$ cat config.mk
export PLATFORM = sky130hd
export DESIGN_NAME = fetch_stage
export DESIGN_NICKNAME = d
export VERILOG_FILES = /design/src/rtl/fetch_pkg.sv /design/src/rtl/if_id_reg.sv /design/src/rtl/fetch_stage.sv
export SDC_FILE = /design/constraint.sdc
export NUM_CORES = 1
export LEC_CHECK = 0
export BUFFER_PORTS_ARGS = -buffer_cell sky130_fd_sc_hd__buf_2
export CORE_MARGIN = 8
export CORE_UTILIZATION = 57
export DETAILED_ROUTE_END_ITERATION = 10
export PLACE_DENSITY = 0.87
export SYNTH_ARGS = -nofsm -noshare
export SYNTH_HDL_FRONTEND = slang
export SYNTH_HIERARCHICAL = 1
export SYNTH_SLANG_ARGS = --single-unit
$ cat constraint.sdc
create_clock -name clk -period 5.07 [get_ports clk]
set_input_delay 0.507 -clock clk [delete_from_list [all_inputs] [get_ports clk]]
set_output_delay 0.507 -clock clk [all_outputs]
set_load 0.1 [all_outputs]
$ cat src/rtl/fetch_pkg.sv
// Shared constants for the fetch front end: FSM encodings, bubble/halt words, PC step.
package fetch_pkg;
  localparam logic [1:0] ST_IDLE = 2'd0;
  localparam logic [1:0] ST_RUN  = 2'd1;
  localparam logic [1:0] ST_HALT = 2'd2;

  localparam logic [31:0] NOP_INSTR      = 32'h0000_0013;  // addi x0, x0, 0
  localparam logic [31:0] HALT_WORD_DEF  = 32'h0000_0073;  // ecall
  localparam int unsigned PC_INC         = 4;
endpackage

$ cat src/rtl/if_id_reg.sv
// IF/ID pipeline register: flush > stall > load > bubble.
module if_id_reg
  import fetch_pkg::*;
#(
  parameter int unsigned DATA_WIDTH = 32,
  parameter int unsigned ADDR_WIDTH = 32
) (
  input  logic                  clk,
  input  logic                  rst,
  input  logic                  flush_i,
  input  logic                  stall_i,
  input  logic                  load_i,
  input  logic [DATA_WIDTH-1:0] instr_i,
  input  logic [ADDR_WIDTH-1:0] pc_i,
  input  logic [ADDR_WIDTH-1:0] pc_plus4_i,
  output logic [DATA_WIDTH-1:0] instr_o,
  output logic [ADDR_WIDTH-1:0] pc_o,
  output logic [ADDR_WIDTH-1:0] pc_plus4_o,
  output logic                  valid_o
);
  localparam logic [DATA_WIDTH-1:0] NOP = DATA_WIDTH'(NOP_INSTR);

  logic [DATA_WIDTH-1:0] instr_q, instr_d;
  logic [ADDR_WIDTH-1:0] pc_q, pc_d, pc4_q, pc4_d;
  logic                  valid_q, valid_d;

  always_comb begin
    instr_d = instr_q;
    pc_d    = pc_q;
    pc4_d   = pc4_q;
    valid_d = valid_q;
    if (flush_i || (!stall_i && !load_i)) begin
      instr_d = NOP;
      pc_d    = '0;
      pc4_d   = '0;
      valid_d = 1'b0;
    end else if (!stall_i) begin
      instr_d = instr_i;
      pc_d    = pc_i;
      pc4_d   = pc_plus4_i;
      valid_d = 1'b1;
    end
  end

  always_ff @(posedge clk or posedge rst) begin
    if (rst) begin
      instr_q <= NOP;
      pc_q    <= '0;
      pc4_q   <= '0;
      valid_q <= 1'b0;
    end else begin
      instr_q <= instr_d;
      pc_q    <= pc_d;
      pc4_q   <= pc4_d;
      valid_q <= valid_d;
    end
  end

  assign instr_o    = instr_q;
  assign pc_o       = pc_q;
  assign pc_plus4_o = pc4_q;
  assign valid_o    = valid_q;
endmodule

$ cat src/rtl/fetch_stage.sv
// Fetch stage: PC register, IDLE/RUN/HALT control, IF/ID register and delivered-instruction counter.
module fetch_stage
  import fetch_pkg::*;
#(
  parameter int unsigned           DATA_WIDTH   = 32,
  parameter int unsigned           ADDR_WIDTH   = 32,
  parameter logic [ADDR_WIDTH-1:0] RESET_VECTOR = '0,
  parameter logic [DATA_WIDTH-1:0] HALT_WORD    = DATA_WIDTH'(HALT_WORD_DEF),
  parameter int unsigned           COUNT_WIDTH  = 16
) (
  input  logic                   clk,
  input  logic                   rst,
  input  logic                   trigger,
  input  logic                   stall_f,
  input  logic                   stall_d,
  input  logic                   flush_d,
  input  logic                   pc_src_e,
  input  logic [ADDR_WIDTH-1:0]  pc_target_e,
  input  logic [DATA_WIDTH-1:0]  instr_i,
  output logic [ADDR_WIDTH-1:0]  pc_f,
  output logic [DATA_WIDTH-1:0]  instr_d,
  output logic [ADDR_WIDTH-1:0]  pc_d,
  output logic [ADDR_WIDTH-1:0]  pc_plus4_d,
  output logic                   valid_d,
  output logic                   running,
  output logic                   halted,
  output logic [COUNT_WIDTH-1:0] fetch_count
);
  logic [1:0]             state_q, state_d;
  logic [ADDR_WIDTH-1:0]  fpc_q, fpc_d, fpc_plus4;
  logic [COUNT_WIDTH-1:0] cnt_q, cnt_d;
  logic                   cnt_clr, load, fill;

  assign fpc_plus4 = fpc_q + ADDR_WIDTH'(PC_INC);
  assign load      = (state_q == ST_RUN) && !stall_f;
  assign fill      = load && !flush_d && !stall_d;

  always_comb begin
    state_d = state_q;
    fpc_d   = fpc_q;
    cnt_clr = 1'b0;
    case (state_q)
      ST_IDLE: begin
        fpc_d = RESET_VECTOR;
        if (trigger) begin
          state_d = ST_RUN;
          cnt_clr = 1'b1;
        end
      end
      ST_RUN: begin
        if (pc_src_e)
          fpc_d = pc_target_e;
        else if (!stall_f) begin
          // The halt word is still delivered to IF/ID; only the PC stops.
          if (instr_i == HALT_WORD) state_d = ST_HALT;
          else                      fpc_d   = fpc_plus4;
        end
      end
      ST_HALT: begin
        // An older branch resolving behind a speculative halt wins over restart.
        if (pc_src_e) begin
          fpc_d   = pc_target_e;
          state_d = ST_RUN;
        end else if (trigger) begin
          fpc_d   = RESET_VECTOR;
          state_d = ST_RUN;
          cnt_clr = 1'b1;
        end
      end
      default: begin
        state_d = ST_IDLE;
        fpc_d   = RESET_VECTOR;
      end
    endcase
  end

  always_comb begin
    cnt_d = cnt_q;
    if (cnt_clr)               cnt_d = '0;
    else if (fill && ~&cnt_q)  cnt_d = cnt_q + 1'b1;
  end

  always_ff @(posedge clk or posedge rst) begin
    if (rst) begin
      state_q <= ST_IDLE;
      fpc_q   <= RESET_VECTOR;
      cnt_q   <= '0;
    end else begin
      state_q <= state_d;
      fpc_q   <= fpc_d;
      cnt_q   <= cnt_d;
    end
  end

  if_id_reg #(
    .DATA_WIDTH(DATA_WIDTH),
    .ADDR_WIDTH(ADDR_WIDTH)
  ) u_if_id (
    .clk        (clk),
    .rst        (rst),
    .flush_i    (flush_d),
    .stall_i    (stall_d),
    .load_i     (load),
    .instr_i    (instr_i),
    .pc_i       (fpc_q),
    .pc_plus4_i (fpc_plus4),
    .instr_o    (instr_d),
    .pc_o       (pc_d),
    .pc_plus4_o (pc_plus4_d),
    .valid_o    (valid_d)
  );

  assign pc_f        = fpc_q;
  assign running     = (state_q == ST_RUN);
  assign halted      = (state_q == ST_HALT);
  assign fetch_count = cnt_q;
endmodule

-- Word-level counts from Yosys, hierarchy flattened
Index checks and enable logic that the tools add are counted.
- reductions and logical operators: 16
- eq/ne operators: 10
- multiplexer cells: 25
- add/sub/neg operators: 2
- operators with widths (operator ; number):
    two-way mux 32 bit ; 11
    one-hot mux 32 bit (2 select lines) ; 1
    adder 32 x 3 -> 32 bit (second input constant) ; 1
    equality test 32 x 7 -> 1 bit (second input constant) ; 1
    two-way mux 16 bit ; 2
    adder 16 x 1 -> 16 bit (second input constant) ; 1
    AND reduction 16 bit ; 1
    two-way mux 2 bit ; 5
    != test 3 bit (second input constant) ; 3
    one-hot mux 2 bit (3 select lines) ; 1
    AND reduction 3 bit ; 2
    logical AND 1 bit ; 5
    zero test 1 bit ; 5
    two-way mux 1 bit ; 4
    != test 2 x 1 -> 1 bit (second input constant) ; 2
    != test 2 bit (second input constant) ; 2
    equality test 2 x 1 -> 1 bit (second input constant) ; 1
    equality test 2 bit (second input constant) ; 1
    zero test 2 bit ; 1
    one-hot mux 1 bit (2 select lines) ; 1
    nonzero test 2 bit ; 1
    logical OR 1 bit ; 1
- bits in registers: 147
- word-level logic and storage cells: 60
- input bits: 71

-- Logic depth before layout (Yosys ltp)
Gate-level depths: netlist of run 1.
- depth in word-level cells: 7
- depth in mapped cells: 10
- depth with buffers taken out: 7

-- Cells and area by module
The synthesis of run 1 kept the hierarchy.
- modules (own cells, without submodules) (module ; cells each ; area an instance (µm²) ; sequential area each (µm²) ; instances):
    if_id_reg ; 335 ; 4012.6 ; 2431.1 ; 1
    fetch_stage ; 410 ; 3508.4 ; 1251.2 ; 1

-- Worst setup path after synthesis of run 1
OpenSTA, ideal clock, no wires.
- path kind: reg2reg
- start: register fpc_q[3] (netlist: pc_f[3])
- end: register u_if_id.pc4_q[20] (netlist: u_if_id/pc_plus4_o[20])
- required time: 4.947 ns
- cell stages (with the launch flop): 7
- period minus slack after synthesis: 2.903 ns
- slack: 2.167 ns
- data arrival time: 2.780 ns
- cell sequence: dfrtp_1 > ha_1 > nand3_1 > nor4_1 > nand3_1 > xnor2_1 > a32o_1
- word-level cells in the longest chain between the ends: 3
- RTL lines (element ; RTL line ; source):
    start, declared ; fetch_stage.sv:30 ; logic [ADDR_WIDTH-1:0] fpc_q, fpc_d, fpc_plus4;
    start signal, assigned ; fetch_stage.sv:90 ; fpc_q <= fpc_d;
    adder 32 x 3 -> 32 bit ; fetch_stage.sv:34 ; assign fpc_plus4 = fpc_q + ADDR_WIDTH'(PC_INC);
    named net fpc_plus4[20] ; fetch_stage.sv:30 ;
    two-way mux 32 bit ; if_id_reg.sv:37 ; end else if (!stall_i) begin
    two-way mux 32 bit ; if_id_reg.sv:32 ; if (flush_i || (!stall_i && !load_i)) begin
    end signal, assigned ; if_id_reg.sv:54 ; pc4_q <= pc4_d;
    end, declared ; if_id_reg.sv:24 ; logic [ADDR_WIDTH-1:0] pc_q, pc_d, pc4_q, pc4_d;
The timed path passes the listed nets, and every way through them passes these cells. The select of a mux whose other input is x is not followed.
A chain may end at the register's enable or synchronous reset.

-- Worst setup path after layout of run 1
- start: register state_q[1]
- end: register fpc_q[20] (netlist: pc_f[20])
- word-level cells in the longest chain between the ends: 3
- elaborated cells on any way between the ends: 7
- those cells by class: eq/ne: 5; mux: 1; reduce/logical: 1
- RTL lines (element ; RTL line ; source):
    start, declared ; fetch_stage.sv:29 ; logic [1:0] state_q, state_d;
    start signal, assigned ; fetch_stage.sv:89 ; state_q <= state_d;
    equality test 2 x 1 -> 1 bit / equality test 2 bit (equally long branches) ; fetch_stage.sv:42 ; case (state_q)
    != test 3 bit (no line) ; - ;
    AND reduction 3 bit (no line) ; - ;
Parallel ways exist; a longest one is shown, timed or not.

==> impl_metrics.tcl, run 1 <==
set metrics [dict create \
    syn-cell-area_mm2 0.00752 \
    synth_simple_gate_area_frac 0.203 \
    synth-edff-count 0 \
    row_count 42 \
    worst-slew-pin-transition_ns 1.17 \
    coreArea_mm2 0.0131 \
    period_needed_ns 2.88 \
    drive_gt1_frac 0.295 \
    startpoint_type "flip-flop" \
    setup_ws_ns 2.19 \
    grt_overflow 0 \
    cts_resized 0 \
    synth_top_area_cell "dfrtp_1" \
    arrival_ns 3.20 \
    timing.hold.ws_ns 0.170 \
    synth_nets 822 \
    drt_wl_total_um 23200 \
    fin_area_mm2 0.00920 \
    cts_tree "done" \
    clk_latency_ns 0.42 \
    wl_met1_um 8910 \
    root_buffer "clkbuf_16" \
    grt_first_pass_wirelength_um 35900 \
    cts_buffer_depth 2 \
    nets 1005 \
    synth_compound_area_frac 0.190 \
    grt_use_total 0.271 \
    ys_types 63 \
    synth_top_area_share 0.479 \
    cts_setup_buffers 0 \
    p_leak_nw 4.36 \
    ios 218 \
    firstDrtPassIters 5 \
    synth_top_family_by_area "simple AND/OR/NAND/NOR gates" \
    route.detailed.drc 0 \
    clkTransAtPathRegs_ns 0.06 \
    cts_buffers 17 \
    r2r_cells 7 \
    synthAdderAreaFrac 0.00998 \
    drv_slew 0 \
    critPathMaxFanout 24 \
    dr.first_iter.drc_count 810 \
    yosys_warnings 6 \
    slew_headroom 0.215 \
    ctsHoldBuffers 0 \
    crit_path_end_kind "flip-flop" \
    critPathMaxStageDelay_ns 0.85 \
    fin_setup_tns_ns 0 \
    slowest_stage "o21a_1" \
    wl_met2_um 10900 \
    r2r-end "pc_f[20]" \
    wl_met3_um 2370 \
    skew_ns 0.00665 \
    rsz0062_at_grt "no" \
    seq_area_mm2 0.00368 \
    hpwlAfterDp_um 16000 \
    antenna_found_initial 0 \
    placed_area_mm2 0.00853 \
    r2r_setup_slack_ns 2.19 \
    synthesis.area_per_instance_um2 10.1 \
    synth_top_cells_by_count "144 x dfrtp_1, 74 x nand2_1, 65 x a21oi_1" \
    clock-sinks 147 \
    drtAntennaViolNets 0 \
    nFillCells 959 \
    initial_utilization 0.575 \
    cp_cell_sequence "inv_1, ha_1, o21a_1, and2_1, nand2_1, o31a_1, o21ai_0" \
    synth_area_leaders "dfrtp_1 48%, a32o_1 6.4%, nand3b_1 4.6%" \
    synth_cells 745 \
    dieArea_mm2 0.0171 \
    fp.dieW_um 131 \
    grt_pass1_vias 6899 \
    async_reset_ff_frac 1.00 \
    final-hold-violation-count 0 \
    yosysSeqAreaShare 0.490 \
    run_status "complete, no violations" \
    dieHeight_um 131 \
    syn_to_final_growth_pct 22.4 \
    synth.most_common_cell "dfrtp_1" \
    crit_type "flip-flop to flip-flop" \
    synth_ff_type "dfrtp_1" \
    finalCritPeriodShare 0.568 \
    synth.mux.area_fraction 0.00266 \
    io_buffer_count 217 \
    fin_util 0.703 \
    power_density_mw_per_mm2 445 \
    pre_cts_slack_ns 2.23 \
    vias_per_cell 6.36 \
    multi_input_area_mm2 0.00341 \
    max_freq_mhz 347 \
    num_vias 7104 \
    r2r-start "state_q[1]" \
    ir_worst_vdd_mv 0.294 \
    top_layer "met4" \
    h-tree-depth 4 \
    grt_max_degree 57 \
    wire_per_inst_um 20.7 \
    cap_violations 0 \
    worstPathRequired_ns 5.38 \
    ys_ff_latch 147 \
    hp-class "input pin to asynchronous set/reset pin" \
    setup_violations 0 \
    yosys.area_share.xor_xnor 0.0454 \
    gp_congestion 0.962 \
    num_antenna_cells 0 \
]
[through the flow]
step,power (mW),std cells
after floorplan,2.42,745
after global placement,2.68,1085
after detailed placement,2.69,1085
after CTS,4.09,1117
after global routing,4.23,1117
final,4.10,1117
[layer usage]
| metal | up-vias | global-route usage |
|---|---|---|
| li1 | 3126 | - |
| met5 | - | 0 |
| met2 | 462 | 0.421 |
| met4 | 0 | 0.151 |
| met3 | 77 | 0.0572 |
| met1 | 3439 | 0.347 |
[worst max-delay path: cells and delay by family, from the launching register on]
kind | cells | cell delay [ns]
buf+inv | 1 | 0.09
simple gates | 2 | 0.68
compound gates | 3 | 1.18
fa+ha+maj | 1 | 0.41
flops | 1 | 0.41
[registers in the layout, summed over array words and instances (netlist names)]
name and cells:
fetch_count 16, u_if_id/instr_o 32, state_q 2, u_if_id/valid_o 1, u_if_id/pc_plus4_o 32, pc_f 32, u_if_id/pc_o 32
[report_power, final]
part,switching [mW],internal (mW)
clock,0.467,0.936
sequential,0.134,1.25
combinational,1.06,0.248
[worst max path at each step]
| stage | start | endpoint | slack [ns] | cells after the start |
|---|---|---|---|---|
| after floorplan | rst | u_if_id/instr_o[10] | 2.03 | 1 |
| after global placement | instr_i[2] | pc_f[26] | 2.32 | 6 |
| after detailed placement | instr_i[10] | pc_f[25] | 2.23 | 6 |
| after CTS | state_q[1] | pc_f[20] | 2.29 | 7 |
| after global routing | pc_f[2] | pc_f[20] | 2.06 | 6 |
| final | state_q[1] | pc_f[20] | 2.19 | 7 |
[cell usage in the layout, fill, tap and decap left out, types with 14 or more instances in the layout]
| master | instances |
|---|---|
| buf_2 | 217 |
| dfrtp_1 | 144 |
| nand2_1 | 74 |
| a21oi_1 | 65 |
| a32o_1 | 48 |
| nand3b_1 | 46 |
| nor2_1 | 41 |
| nand3_1 | 34 |
| xnor2_1 | 25 |
| nor3_1 | 22 |
| a22oi_1 | 20 |
| clkbuf_16 | 17 |
| inv_1 | 15 |
| xor2_1 | 14 |
[final cells by class]
| cell class | count | area share |
|---|---|---|
| multi-input cells | 518 | 0.370 |
| inverters | 18 | 0.00761 |
| flip-flops and latches | 147 | 0.400 |
| clock buffers | 23 | 0.0541 |
| well taps | 176 | 0.0239 |
| clock inverters | 9 | 0.0188 |
| repair buffers | 226 | 0.125 |
[kinds of logic after synthesis]
kind of cell    after synthesis
simple gates                276
xor+xnor                     39
flops                       147
buf+inv                      80
mux                           2
fa+ha+maj                     6
compound gates              195
(Power assumes the default switching activity.)
==> run 2, diff against run 1 <==
--- a/config.mk
+++ b/config.mk
@@ -5,11 +5,12 @@
 export SDC_FILE = /design/constraint.sdc
 export NUM_CORES = 1
 export LEC_CHECK = 0
+export ABC_AREA = 1
 export BUFFER_PORTS_ARGS = -buffer_cell sky130_fd_sc_hd__buf_2
 export CORE_MARGIN = 8
-export CORE_UTILIZATION = 57
+export CORE_UTILIZATION = 53
 export DETAILED_ROUTE_END_ITERATION = 10
-export PLACE_DENSITY = 0.87
+export PLACE_DENSITY = 0.81
 export SYNTH_ARGS = -nofsm -noshare
 export SYNTH_HDL_FRONTEND = slang
 export SYNTH_HIERARCHICAL = 1
==> constraint.sdc (replaced) <==
create_clock -name clk -period 3 [get_ports clk]
set_input_delay 0.3 -clock clk [delete_from_list [all_inputs] [get_ports clk]]
set_output_delay 0.3 -clock clk [all_outputs]
set_load 0.1 [all_outputs]
==> impl_metrics.tcl, run 2 <==
set metrics [dict create \
    nets 1326 \
    yosys.area_share.xor_xnor 0.0188 \
    r2r-start "state_q[1]" \
    synth.mux.area_fraction 0 \
    final-hold-violation-count 0 \
    grt_first_pass_wirelength_um 35700 \
    firstDrtPassIters 6 \
    clk_latency_ns 0.42 \
    initial_utilization 0.542 \
    yosys_warnings 6 \
    ios 218 \
    final_common_cell "nand2_1" \
    row_count 44 \
    synthAdderAreaFrac 0.00954 \
    syn_to_final_growth_pct 21.8 \
    antenna_found_initial 0 \
    ys_types 42 \
    dr.first_iter.drc_count 520 \
    ys_ff_latch 147 \
    synth-edff-count 0 \
    synth_area_leaders "dfrtp_1 46%, nand2_1 18%, inv_1 7.2%" \
    cts_setup_buffers 0 \
    vias_per_cell 5.09 \
    drtAntennaViolNets 0 \
    hp-class "input pin to asynchronous set/reset pin" \
    max_freq_mhz 455 \
    root_buffer "clkbuf_16" \
    cp_cell_sequence "inv_1, ha_1, inv_2, nor2_1, nand3_4, buf_4, o21ai_0" \
    rsz0062_at_grt "no" \
    synth_top_area_cell "dfrtp_1" \
    cts_buffer_depth 2 \
    clkTransAtPathRegs_ns 0.06 \
    run_status "complete, no violations" \
    cts_buffers 17 \
    crit_path_start "state_q[1]" \
    cts_resized 0 \
    synth_cells 1038 \
    synth_nets 1115 \
    h-tree-depth 4 \
    crit_type "flip-flop to flip-flop" \
    coreArea_mm2 0.0145 \
    crit_path_end_kind "flip-flop" \
    synth_top_area_share 0.458 \
    ir_worst_vdd_mv 0.465 \
    drive_gt1_frac 0.267 \
    synthesis.area_per_instance_um2 7.58 \
    setup_violations 0 \
    startpoint_type "flip-flop" \
    cts_tree "done" \
    final_cells 1446 \
    num_vias 7359 \
    synth_top_cells_by_count "374 x nand2_1, 151 x inv_1, 144 x dfrtp_1" \
    period_needed_ns 2.20 \
    fp.dieW_um 138 \
    synth_simple_gate_area_frac 0.296 \
    synth_compound_area_frac 0.0987 \
    grt_overflow 0 \
    grt_pass1_vias 7078 \
    synth_ff_type "dfrtp_1" \
    drv_slew 0 \
    fin_setup_tns_ns 0 \
    power_density_mw_per_mm2 703 \
    route.detailed.drc 0 \
    final_cell_mix "374 x nand2_1, 217 x buf_2, 149 x inv_1, 144 x dfrtp_1, 65 x nor2_1" \
    place_inst 1414 \
    num_antenna_cells 0 \
    wire_per_inst_um 15.7 \
    worstPathRequired_ns 3.33 \
    slew_headroom 0.461 \
    p_leak_nw 5.17 \
    gp_congestion 0.944 \
    critPathMaxStageDelay_ns 0.45 \
    yosysSeqAreaShare 0.468 \
    async_reset_ff_frac 1.00 \
    nFillCells 1269 \
    hpwlAfterDp_um 16700 \
    dieArea_mm2 0.0190 \
    drt_wl_total_um 22600 \
    grt_use_total 0.238 \
    worst-slew-pin-transition_ns 0.807 \
    critPathMaxFanout 41 \
    clock-sinks 147 \
    grt_max_degree 71 \
    io_buffer_count 217 \
    dieHeight_um 138 \
    synth.most_common_cell "nand2_1" \
    cap_violations 0 \
    slowest_stage "buf_4" \
    syn-cell-area_mm2 0.00787 \
    arrival_ns 2.53 \
    ctsHoldBuffers 0 \
    skew_ns 0.00882 \
    finalCritPeriodShare 0.733 \
    fin_util 0.660 \
    synth_top_family_by_area "simple AND/OR/NAND/NOR gates" \
]
-- run 2: changes by cell type in the layout (fill, tap and decap cells not counted), moves of 18 or more --
cell,before,now
a32o_1,48,2
o21ai_0,6,51
inv_1,15,149
nor2_1,41,65
xnor2_1,25,1
o21ai_2,1,20
a21oi_1,65,2
a22oi_1,20,2
nand2_1,74,374
nand3b_1,46,6
o21ai_1,2,43
nor3_1,22,4
-- run 2: worst paths after layout --
kind	endpoint	slack, ns	depth (start not counted)
worst max-delay path	u_if_id/pc_plus4_o[28]	0.80	7
max in group asynchronous	u_if_id/instr_o[4]	2.20	3
min in group clk	u_if_id/instr_o[12]	0.13	3
worst max register to register	u_if_id/pc_plus4_o[28]	0.80	7
worst min register to register	u_if_id/pc_o[17]	0.48	2
worst min-delay path	state_q[1]	0.03	2
-- run 2: metal layers --
metal  GRT usage  wire [µm]  vias to the layer above
met5           0          0                        -
met4      0.0746        384                        0
met3      0.0514       2020                       26
met2       0.390      10600                      296
met1       0.309       9640                     3437
li1            -          -                     3600
-- run 2: worst max-delay path, delay by kind of cell, from the launching register on --
kind,cells,cell delay (ns)
AND/OR/NAND/NOR,2,0.58
adder cells (fa/ha/maj),1,0.24
buffers and inverters,3,0.65
flip-flops,1,0.41
AO/OA/AOI/OAI,1,0.23
-- run 2: cells by family (layout without fill, tap and decap cells) --
family | count (synthesis) | count (layout)
AO/OA/AOI/OAI | 130 | 130
XOR/XNOR | 16 | 16
adder cells (fa/ha/maj) | 6 | 6
flip-flops | 147 | 147
AND/OR/NAND/NOR | 541 | 541
buffers and inverters | 198 | 422
-- run 2: through the flow --
| step | hold WS [ns] | setup WS, ns | instance area (µm²) | power [mW] |
|---|---|---|---|---|
| after floorplan | 0.428 | 0.171 | 7870 | 4.32 |
| after global placement | 0.462 | 0.912 | 9040 | 4.78 |
| after detailed placement | 0.464 | 0.829 | 9040 | 4.80 |
| after CTS | 0.0471 | 0.785 | 9590 | 6.77 |
| after global routing | 0.0719 | 0.609 | 9590 | 7.03 |
| final | 0.0274 | 0.801 | 9590 | 6.74 |
-- run 2: cell type report --
cell class	count	area, µm²	share of cell area
clock buffers	20	467	0.0487
multi-input cells	693	3330	0.347
clock inverters	12	82.6	0.00861
flip-flops and latches	147	3680	0.384
repair buffers	225	1170	0.122
well taps	184	230	0.0240
inverters	165	627	0.0654
-- run 2: where the power goes --
group	internal (mW)	total, mW	switching (mW)
clock network	1.12	1.96	0.840
logic	0.438	2.43	1.99
registers	2.13	2.35	0.222
total	3.69	6.74	3.05
